$ cat config.mk
export PLATFORM = sky130hd
export DESIGN_NAME = adc_capture_ctrl
export DESIGN_NICKNAME = d
export VERILOG_FILES = /design/src/rtl/adc_pkg.sv /design/src/rtl/edge_det.sv /design/src/rtl/adc_capture_ctrl.sv
export SDC_FILE = /design/constraint.sdc
export NUM_CORES = 1
export LEC_CHECK = 0
export ABC_CLOCK_PERIOD_IN_PS = 1960
export BUFFER_PORTS_ARGS = -buffer_cell sky130_fd_sc_hd__buf_2
export CELL_PAD_IN_SITES_DETAIL_PLACEMENT = 1
export CELL_PAD_IN_SITES_GLOBAL_PLACEMENT = 2
export CORE_ASPECT_RATIO = 1.75
export CORE_MARGIN = 2
export CORE_UTILIZATION = 30
export CTS_CLUSTER_DIAMETER = 100
export DETAILED_ROUTE_END_ITERATION = 12
export GPL_TIMING_DRIVEN = 1
export PLACE_DENSITY = 0.77
export SETUP_SLACK_MARGIN = 0.4
export SLEW_MARGIN = 10
export SYNTH_ARGS = -nofsm -noshare
export SYNTH_HDL_FRONTEND = slang
export SYNTH_HIERARCHICAL = 1
export SYNTH_SLANG_ARGS = --single-unit
$ cat constraint.sdc
create_clock -name clk -period 1.96 [get_ports clk]
set_clock_uncertainty 0.1 [all_clocks]
set_input_delay 0.392 -clock clk [delete_from_list [all_inputs] [get_ports clk]]
set_output_delay 0.392 -clock clk [all_outputs]
set_load 0.01 [all_outputs]
$ cat src/rtl/adc_pkg.sv
// Shared types and defaults for the ADC capture path (write side and read side).
package adc_pkg;

    localparam int         DW_DEFAULT       = 16;
    localparam logic [7:0] HDR_MARK_DEFAULT = 8'hA5;

    typedef enum logic [2:0] {
        ST_RST_FIFO  = 3'd0,
        ST_RST_WAIT  = 3'd1,
        ST_IDLE      = 3'd2,
        ST_WAIT_TRIG = 3'd3,
        ST_HEADER    = 3'd4,
        ST_CAPTURE   = 3'd5,
        ST_DRAIN     = 3'd6
    } cap_state_e;

endpackage

$ cat src/rtl/edge_det.sv
// Rising-edge detector. The history flop clears to 0 on reset, so a level that is
// already high when reset releases is reported as an edge.
module edge_det (
    input  logic clk,
    input  logic rstn,
    input  logic i_d,
    output logic o_rise
);

    logic r_d;

    always_ff @(posedge clk or negedge rstn) begin
        if (!rstn) r_d <= 1'b0;
        else       r_d <= i_d;
    end

    assign o_rise = i_d & ~r_d;

endmodule

$ cat src/rtl/adc_capture_ctrl.sv
// Write-side controller for the ADC sample FIFO: FIFO reset sequencing, trigger,
// header word, decimated sample capture until full, then hold until drained.
//
// state      | meaning
// RST_FIFO   | fifo_rst high for RST_CYCLES cycles
// RST_WAIT   | fifo_rst low, writes blocked for RST_WAIT cycles
// IDLE       | wait for arm with an empty FIFO
// WAIT_TRIG  | wait for a trig rising edge (arm drop returns to IDLE)
// HEADER     | one cycle, write {HDR_MARK, frame_cnt}
// CAPTURE    | write every DECIM-th valid sample until full
// DRAIN      | wait for empty, count the frame
module adc_capture_ctrl
    import adc_pkg::*;
#(
    parameter int         DW         = DW_DEFAULT,
    parameter int         DECIM      = 1,
    parameter int         RST_CYCLES = 8,
    parameter int         RST_WAIT   = 32,
    parameter logic [7:0] HDR_MARK   = HDR_MARK_DEFAULT
) (
    input  logic          clk,
    input  logic          rstn,
    input  logic          clear,
    input  logic          arm,
    input  logic          trig,
    input  logic          adc_valid,
    input  logic [DW-1:0] adc_data,
    input  logic          full,
    input  logic          empty,
    output logic          fifo_rst,
    output logic          wr_en,
    output logic [DW-1:0] wr_data,
    output logic [DW-9:0] frame_cnt,
    output logic          busy,
    output logic [2:0]    state
);

    localparam int TMAX = (RST_CYCLES > RST_WAIT) ? RST_CYCLES : RST_WAIT;
    localparam int TW   = $clog2(TMAX + 1);
    localparam int DCW  = 8;

    localparam logic [TW-1:0]  TMR_RST  = TW'(RST_CYCLES - 1);
    localparam logic [TW-1:0]  TMR_WAIT = TW'(RST_WAIT - 1);
    localparam logic [DCW-1:0] DCNT_MAX = DCW'(DECIM - 1);

    cap_state_e     r_state;
    logic [TW-1:0]  r_tmr;
    logic [DCW-1:0] r_dcnt;
    logic [DW-1:0]  r_sample_q;
    logic           r_vld_q;
    logic [DW-9:0]  r_frame_cnt;

    logic w_trig_rise;
    logic w_tmr_tc;
    logic w_in_capt;

    edge_det u_trig_edge (
        .clk    (clk),
        .rstn   (rstn),
        .i_d    (trig),
        .o_rise (w_trig_rise)
    );

    assign w_tmr_tc  = (r_tmr == '0);
    // HEADER counts as a capture cycle so the sample offered alongside the header is kept.
    assign w_in_capt = (r_state == ST_HEADER) || (r_state == ST_CAPTURE);

    always_ff @(posedge clk or negedge rstn) begin
        if (!rstn) begin
            r_state     <= ST_RST_FIFO;
            r_tmr       <= TMR_RST;
            r_dcnt      <= '0;
            r_sample_q  <= '0;
            r_vld_q     <= 1'b0;
            r_frame_cnt <= '0;
        end else begin
            r_sample_q <= adc_data;
            r_vld_q    <= w_in_capt && adc_valid && (r_dcnt == '0);
            if (w_in_capt && adc_valid)
                r_dcnt <= (r_dcnt == DCNT_MAX) ? '0 : r_dcnt + 1'b1;

            if (clear) begin
                r_state <= ST_RST_FIFO;
                r_tmr   <= TMR_RST;
            end else begin
                case (r_state)
                    ST_RST_FIFO: begin
                        if (w_tmr_tc) begin
                            r_state <= ST_RST_WAIT;
                            r_tmr   <= TMR_WAIT;
                        end else begin
                            r_tmr <= r_tmr - 1'b1;
                        end
                    end
                    ST_RST_WAIT: begin
                        if (w_tmr_tc) r_state <= ST_IDLE;
                        else          r_tmr   <= r_tmr - 1'b1;
                    end
                    ST_IDLE: begin
                        if (arm && empty) r_state <= ST_WAIT_TRIG;
                    end
                    ST_WAIT_TRIG: begin
                        if (!arm) begin
                            r_state <= ST_IDLE;
                        end else if (w_trig_rise) begin
                            r_state <= ST_HEADER;
                            r_dcnt  <= '0;
                        end
                    end
                    ST_HEADER: begin
                        r_state <= full ? ST_DRAIN : ST_CAPTURE;
                    end
                    ST_CAPTURE: begin
                        if (full) r_state <= ST_DRAIN;
                    end
                    ST_DRAIN: begin
                        if (empty) begin
                            r_frame_cnt <= r_frame_cnt + 1'b1;
                            r_state     <= ST_IDLE;
                        end
                    end
                    default: begin
                        r_state <= ST_RST_FIFO;
                        r_tmr   <= TMR_RST;
                    end
                endcase
            end
        end
    end

    // Writes are gated by full combinationally so nothing is ever written into a full FIFO.
    assign wr_en    = ~full & ((r_state == ST_HEADER) |
                               ((r_state == ST_CAPTURE) & r_vld_q));
    assign wr_data  = (r_state == ST_HEADER) ? {HDR_MARK, r_frame_cnt} : r_sample_q;
    assign fifo_rst = (r_state == ST_RST_FIFO);
    assign busy     = (r_state != ST_IDLE);
    assign state    = r_state;
    assign frame_cnt = r_frame_cnt;

endmodule

==> flow_metrics.py, run 1 <==
metrics = {
    "run_status": {
        "status": "complete, but fails checks",
        "violations": "setup timing",
    },
    "synthesis": {
        "synth_area_per_cell_um2": 11.2,
        "synth.yosys.seq_area_share_pct": 51.8,
        "yosys_register_bits": 43,
        "ys_top_cells_by_count": "dfrtp_1 (40), nor2_1 (18), mux2_2 (10)",
        "ys_types": 50,
        "syn_nets": 216,
        "synthFlopType": "dfrtp_1",
        "synth-edff-count": 0,
        "yosysWarnings": 6,
        "synth_top_cell_by_area": "dfrtp_1",
        "postSynthCellCount": 187,
        "synth_most_common_cell": "dfrtp_1",
        "synth_area_leaders": "dfrtp_1 (48%), mux2_2 (5.4%), dfstp_2 (3.8%)",
        "netlist.area_leader.share_pct": 48.0,
        "async_flop_share_pct": 100,
        "netlist_area_mm2": 0.00209,
    },
    "sta": {
        "maxSlewViolCount": 0,
        "rsz0062_at_grt": "true",
        "finalCritPeriodShare_pct": 105,
        "setup_viol": 12,
        "min_period_ns": 2.05,
        "fmax_mhz": 487,
        "hold_violations": 0,
        "max-slew-margin-rel_pct": 73.7,
        "worst-slew-pin-transition_ns": 0.395,
        "fin_ws_ns": -0.0915,
        "holdWs_ns": 0.107,
    },
    "setup_path": {
        "crit_arrival_ns": 1.56,
        "cp-end-kind": "output port",
        "crit_end": "wr_data[4]",
        "cp-startpoint": "state[1]",
        "cp.required_ns": 1.47,
        "r2r-end": "r_tmr[2]",
        "path_max_fanout": 9,
        "rr_startpoint": "state[2]",
        "crit_type": "reg2out",
        "ff2ff_setup_slack_ns": 0.04,
        "cp-start-kind": "register",
        "rr_worst_depth": 7,
    },
    "floorplanning": {
        "start_util_pct": 30.6,
        "core_area_mm2": 0.00681,
        "chipHeight_um": 114,
        "ioPinCount": 54,
        "dieArea_mm2": 0.00766,
        "die_w_um": 67.0,
        "rows": 40,
    },
    "global_routing": {
        "grt_usage_pct": 15.6,
        "grt.overflow.total": 0,
        "grt_max_degree": 29,
        "grt_pass1_wl_mm": 8.87,
        "antenna_found_initial": 0,
        "grt_pass1_vias": 1809,
    },
    "final_layout": {
        "final_util_pct": 46.4,
        "final_cell_count_no_fill": 350,
        "area_growth_pct": 51.3,
        "antenna_cells": 0,
        "finalNetCount": 294,
        "drive_above_1_share_pct": 56.0,
    },
    "power": {
        "p_per_area_mw_per_mm2": 612,
        "vdd_drop_max_mv": 0.430,
        "p_leak_nw": 1.49,
    },
    "drt": {
        "vias": 1718,
        "wire_per_inst_um": 15.9,
        "drc_errors": 0,
        "drt_first_pass_iters": 4,
        "wl_mm": 5.57,
        "ant_nets": 0,
        "drtIter0Drc": 27,
        "vias_per_cell": 4.91,
    },
    "place": {
        "dpl.cell_count": 326,
        "portBuffers": 53,
        "dp_hpwl_mm": 3.84,
        "gp_congestion": 0.736,
    },
    "clock_tree": {
        "htreeDepth": 2,
        "cts_buffers": 5,
        "clockRootBuffer": "clkbuf_16",
        "insertion_delay_ns": 0.29,
        "cts_tree": "built",
        "clk_pin_slew_ns": 0.06,
        "cts_sinks": 43,
        "cts_buffer_depth": 2,
    },
    "hold_path": {
        "hold_path.class": "in2reg",
    },
    "flow_run": {
        "drv_cap": 0,
    },
}
## timing repair
item | 4_1_cts | 5_1_grt
buffers inserted | 11 | 4
gates resized for setup | 37 | 31
pin swaps | 16 | 13
endpoints found under the setup margin | 43 | 44
hold buffers | 1 | 0
endpoints found under the hold margin | 15 | 0
## layout make-up
class	count	area [um^2]
inverters	6	22.5
repair buffers	79	632
well taps	84	105
flip-flops and latches	43	1080
fillers	765	3650
clock inverters	2	12.5
clock buffers	6	129
multi-input cells	130	1170
## cell families (layout without fill, tap and decap cells)
| group | after synthesis | count (layout) | synth area share [%] |
|---|---|---|---|
| compound gates | 21 | 21 | 7.02 |
| xor+xnor | 16 | 16 | 6.72 |
| fa+ha+maj | 5 | 5 | 3.00 |
| buf+inv | 14 | 93 | 2.82 |
| flops | 43 | 43 | 51.8 |
| mux | 12 | 12 | 6.36 |
| simple gates | 76 | 76 | 22.3 |
## registers in the layout, summed over array words and instances, names as in the netlist
register	count
frame_cnt	8
r_dcnt	8
r_sample_q	16
r_tmr	6
u_trig_edge/r_d	1
r_vld_q	1
state	3
## layer usage
metal	up-vias	wire length (um)	track usage (%)	part of all wire [%]
li1	806	-	-	-
met1	879	2030	17.3	36
met2	24	3290	28.5	59
met3	9	118	2.16	2.1
met4	0	125	6.53	2.2
met5	-	0	0	0
## how the worst min path moves through the flow
stage / start / to / slack [ns] / cells past startpoint
final: adc_data[0] / r_sample_q[0] / 0.11 / 1
after global routing: adc_data[1] / r_sample_q[1] / 0.10 / 1
after CTS: adc_data[5] / r_sample_q[5] / 0.10 / 1
after detailed placement: rstn / r_sample_q[13] / 0.24 / 1
after global placement: rstn / r_sample_q[13] / 0.24 / 1
after floorplan: rstn / frame_cnt[0] / -0.004 / 0
## placed cells by master, fill, tap and decap left out, types with 3 or more instances in the layout
cell / instances
o21ai_0: 3
buf_2: 39
inv_2: 3
dfrtp_1: 38
mux2_2: 6
or2_4: 3
ha_1: 4
or3_4: 3
inv_1: 3
and3_1: 3
xnor2_1: 6
mux2_4: 4
clkbuf_16: 5
nor2_2: 7
xor2_1: 8
nand2_1: 3
buf_6: 25
nand2_4: 3
nor2b_1: 5
buf_4: 10
nor2_1: 11
nand4_1: 7
dfstp_2: 3
or2_2: 5
## critical path, cell delays in order (launching register included)
cell	delay (ns)
dfrtp_2	0.41
nand2b_4	0.15
nor2_4	0.10
buf_12	0.14
mux2_2	0.34
buf_6	0.12
## per-stage QoR
stage	worst slack, ns	cell area, um^2	power [mW]	TNS [ns]
6_report	-0.0915	3160	1.93	-0.930
5_1_grt	-0.144	3160	2.01	-1.67
4_1_cts	-0.0953	2990	1.96	-1.02
3_5_place_dp	0.0409	2550	1.10	0
3_3_place_gp	0.0794	2550	1.10	0
2_1_floorplan	0.220	2160	1.02	0
## report_power, final
part           leakage (nW)  switching (mW)  internal, mW
registers             0.543          0.0144         0.919
logic                 0.877          0.0910        0.0970
clock network        0.0669           0.341         0.470
total                  1.49           0.447          1.49
(Power assumes the default switching activity.)
==> inputs of run 2 (changes only) <==
--- a/config.mk
+++ b/config.mk
@@ -5,20 +5,19 @@
 export SDC_FILE = /design/constraint.sdc
 export NUM_CORES = 1
 export LEC_CHECK = 0
-export ABC_CLOCK_PERIOD_IN_PS = 1960
+export ABC_CLOCK_PERIOD_IN_PS = 2350
 export BUFFER_PORTS_ARGS = -buffer_cell sky130_fd_sc_hd__buf_2
 export CELL_PAD_IN_SITES_DETAIL_PLACEMENT = 1
 export CELL_PAD_IN_SITES_GLOBAL_PLACEMENT = 2
 export CORE_ASPECT_RATIO = 1.75
 export CORE_MARGIN = 2
-export CORE_UTILIZATION = 30
+export CORE_UTILIZATION = 33
 export CTS_CLUSTER_DIAMETER = 100
 export DETAILED_ROUTE_END_ITERATION = 12
 export GPL_TIMING_DRIVEN = 1
-export PLACE_DENSITY = 0.77
+export PLACE_DENSITY = 0.81
 export SETUP_SLACK_MARGIN = 0.4
 export SLEW_MARGIN = 10
 export SYNTH_ARGS = -nofsm -noshare
 export SYNTH_HDL_FRONTEND = slang
-export SYNTH_HIERARCHICAL = 1
 export SYNTH_SLANG_ARGS = --single-unit
==> constraint.sdc (replaced) <==
create_clock -name clk -period 2.35 [get_ports clk]
set_clock_uncertainty 0.1 [all_clocks]
set_input_delay 0.47 -clock clk [delete_from_list [all_inputs] [get_ports clk]]
set_output_delay 0.47 -clock clk [all_outputs]
set_load 0.01 [all_outputs]
==> flow_metrics.py, run 2 <==
metrics = {
    "global_routing": {
        "busiest_layer": "met2",
        "grt_pass1_wl_mm": 8.17,
        "grt_max_degree": 19,
        "grtUsageMet3_pct": 2.60,
        "antenna_found_initial": 0,
        "grt_usage_pct": 15.2,
        "use_met2_pct": 30.1,
        "grt.overflow.total": 0,
        "grtUsageMet1_pct": 16.0,
        "grt_pass1_vias": 1712,
    },
    "final_layout": {
        "final_cell_count_no_fill": 329,
        "finalNetCount": 279,
        "regArea_mm2": 0.00108,
        "final_common_cell": "buf_2",
        "largest_reg_flops": 16,
        "area_growth_pct": 35.9,
        "largest-register": "r_sample_q",
        "final_cell_mix": "buf_2 (43), dfrtp_1 (40), nand2_1 (14)",
        "antenna_cells": 0,
        "multi_input_area_um2": 992,
        "drive_above_1_share_pct": 41.0,
        "fillCellCount": 706,
    },
    "floorplanning": {
        "rows": 37,
        "die_w_um": 63.4,
        "dieArea_mm2": 0.00685,
        "ioPinCount": 54,
        "chipHeight_um": 108,
        "core_area_mm2": 0.00593,
        "start_util_pct": 34.4,
    },
    "synthesis": {
        "postSynthCellCount": 184,
        "yosysWarnings": 0,
        "synth-simple-area-share_pct": 20.7,
        "async_flop_share_pct": 100,
        "yosys_register_bits": 43,
        "synth_mux_area_share_pct": 4.97,
        "ys_top_cells_by_count": "dfrtp_1 (40), nand2_1 (14), nor2_1 (10)",
        "synth.yosys.seq_area_share_pct": 52.9,
        "synth-compound-area-share_pct": 9.50,
        "synth_area_per_cell_um2": 11.1,
        "ys_types": 51,
        "synth_xor_area_share_pct": 6.01,
        "netlist.area_leader.share_pct": 49.0,
        "netlist_area_mm2": 0.00204,
        "synth_top_cell_by_area": "dfrtp_1",
        "synth_area_leaders": "dfrtp_1 (49%), mux2_2 (5.0%), dfstp_2 (3.9%)",
        "synth_most_common_cell": "dfrtp_1",
        "syn_nets": 213,
        "synth_fa_ha_area_share_pct": 3.07,
        "synth-edff-count": 0,
        "synthFlopType": "dfrtp_1",
        "synth_top_family_by_area": "simple AND/OR/NAND/NOR gates",
    },
    "clock_tree": {
        "cts_sinks": 43,
        "clockRootBuffer": "clkbuf_8",
        "cts_tree": "built",
        "clk_pin_slew_ns": 0.08,
        "insertion_delay_ns": 0.30,
        "cts_buffers": 5,
        "htreeDepth": 2,
        "cts_buffer_depth": 2,
    },
    "flow_run": {
        "drv_cap": 0,
    },
    "setup_path": {
        "crit_family": "flip-flops",
        "max_stage_delay_ns": 0.39,
        "crit_type": "reg2out",
        "cp-end-kind": "output port",
        "crit_buf_inv": 2,
        "cp-startpoint": "state[1]",
        "crit_arrival_ns": 1.59,
        "path_max_fanout": 4,
        "cp.required_ns": 1.78,
        "cp-start-kind": "register",
        "rr_startpoint": "r_tmr[0]",
        "path_cells": "nand2b_4, nor2_4, clkbuf_16, mux2_4, buf_6",
        "cp_slowest_cell": "dfrtp_1",
    },
    "power": {
        "p_per_area_mw_per_mm2": 543,
        "vdd_drop_max_mv": 0.379,
        "p_leak_nw": 1.31,
        "total_power_mw": 1.51,
    },
    "sta": {
        "fmax_mhz": 463,
        "rsz0062_at_grt": "true",
        "finalSetupTns_ns": 0,
        "maxSlewViolCount": 0,
        "min_period_ns": 2.16,
        "setup_viol": 0,
        "worst-slew-pin-transition_ns": 0.399,
        "max-slew-margin-rel_pct": 73.3,
        "finalCritPeriodShare_pct": 92.0,
        "hold_violations": 0,
    },
    "place": {
        "gp_congestion": 0.774,
        "dp_hpwl_mm": 3.71,
        "portBuffers": 53,
        "dpl.cell_count": 314,
    },
    "drt": {
        "drt_first_pass_iters": 4,
        "wl_mm": 5.12,
        "drtIter0Drc": 20,
        "vias_per_cell": 4.98,
        "drc_errors": 0,
        "wire_per_inst_um": 15.6,
        "vias": 1640,
        "ant_nets": 0,
    },
    "hold_path": {
        "hold_path.class": "in2reg",
        "min_from": "adc_data[1]",
    },
    "run_status": {
        "status": "finished, final reports clean",
    },
}
## run 2: cell types whose count changed after synthesis, sizes merged, moves of 3 or more
cell   delta
and3      -3
nor3      +4
or3       -3
or2       -4
nand2     +8
a21oi     +3
nor2      -8
## run 2: cell type report
cell class,count,share of cell area (%)
clock inverter,3,1.71
sequential,43,38.9
inverter,8,1.08
multi-input combinational,127,35.8
timing repair buffer,65,16.5
tap,78,3.52
clock buffer,5,2.48
## run 2: layer usage
metal | wire length [um] | share of wire (%)
met1 | 1920 | 37
met2 | 2980 | 58
met3 | 159 | 3.1
met4 | 61 | 1.2
met5 | 0 | 0
## run 2: kinds of logic (layout without fill, tap and decap cells)
logic type      count (synthesis)  count (layout)
simple gates                   71              71
xor+xnor                       14              14
compound gates                 28              28
fa+ha+maj                       5               5
buf+inv                        14              81
flops                          43              43
mux                             9               9
## run 2: timing repair
action | in CTS | in global routing
gates resized for setup | 8 | 23
pin swaps | 2 | 2
endpoints found under the hold margin | 16 | 0
cloned | 0 | 1
endpoints found under the setup margin | 24 | 33
setup buffers | 4 | 1
hold buffers | 1 | 0
## run 2: final timing paths
check / endpoint / slack, ns / depth (start not counted)
setup / recovery: wr_data[6] / 0.19 / 5
min in group asynchronous: r_sample_q[5] / 0.52 / 2
setup reg to reg: r_tmr[2] / 0.46 / 6
max in group asynchronous: r_tmr[2] / 1.03 / 3
hold / removal: r_sample_q[1] / 0.17 / 1
hold reg to reg: frame_cnt[7] / 0.42 / 1
## run 2: report_power, final
| group | internal (mW) | switching [mW] |
|---|---|---|
| Clock | 0.322 | 0.271 |
| Combinational | 0.0678 | 0.0608 |
| Sequential | 0.766 | 0.0194 |
## run 2: per-stage QoR
| stage | util, % | setup WS, ns | instance area, um^2 | hold WS [ns] |
|---|---|---|---|---|
| floorplan | - | 0.405 | 2050 | 0.0744 |
| global placement | 40.8 | 0.333 | 2420 | 0.321 |
| detailed placement | 40.8 | 0.304 | 2420 | 0.319 |
| CTS | 44.3 | 0.203 | 2630 | 0.163 |
| global route | 46.8 | 0.135 | 2770 | 0.153 |
| finish | 46.8 | 0.188 | 2770 | 0.171 |
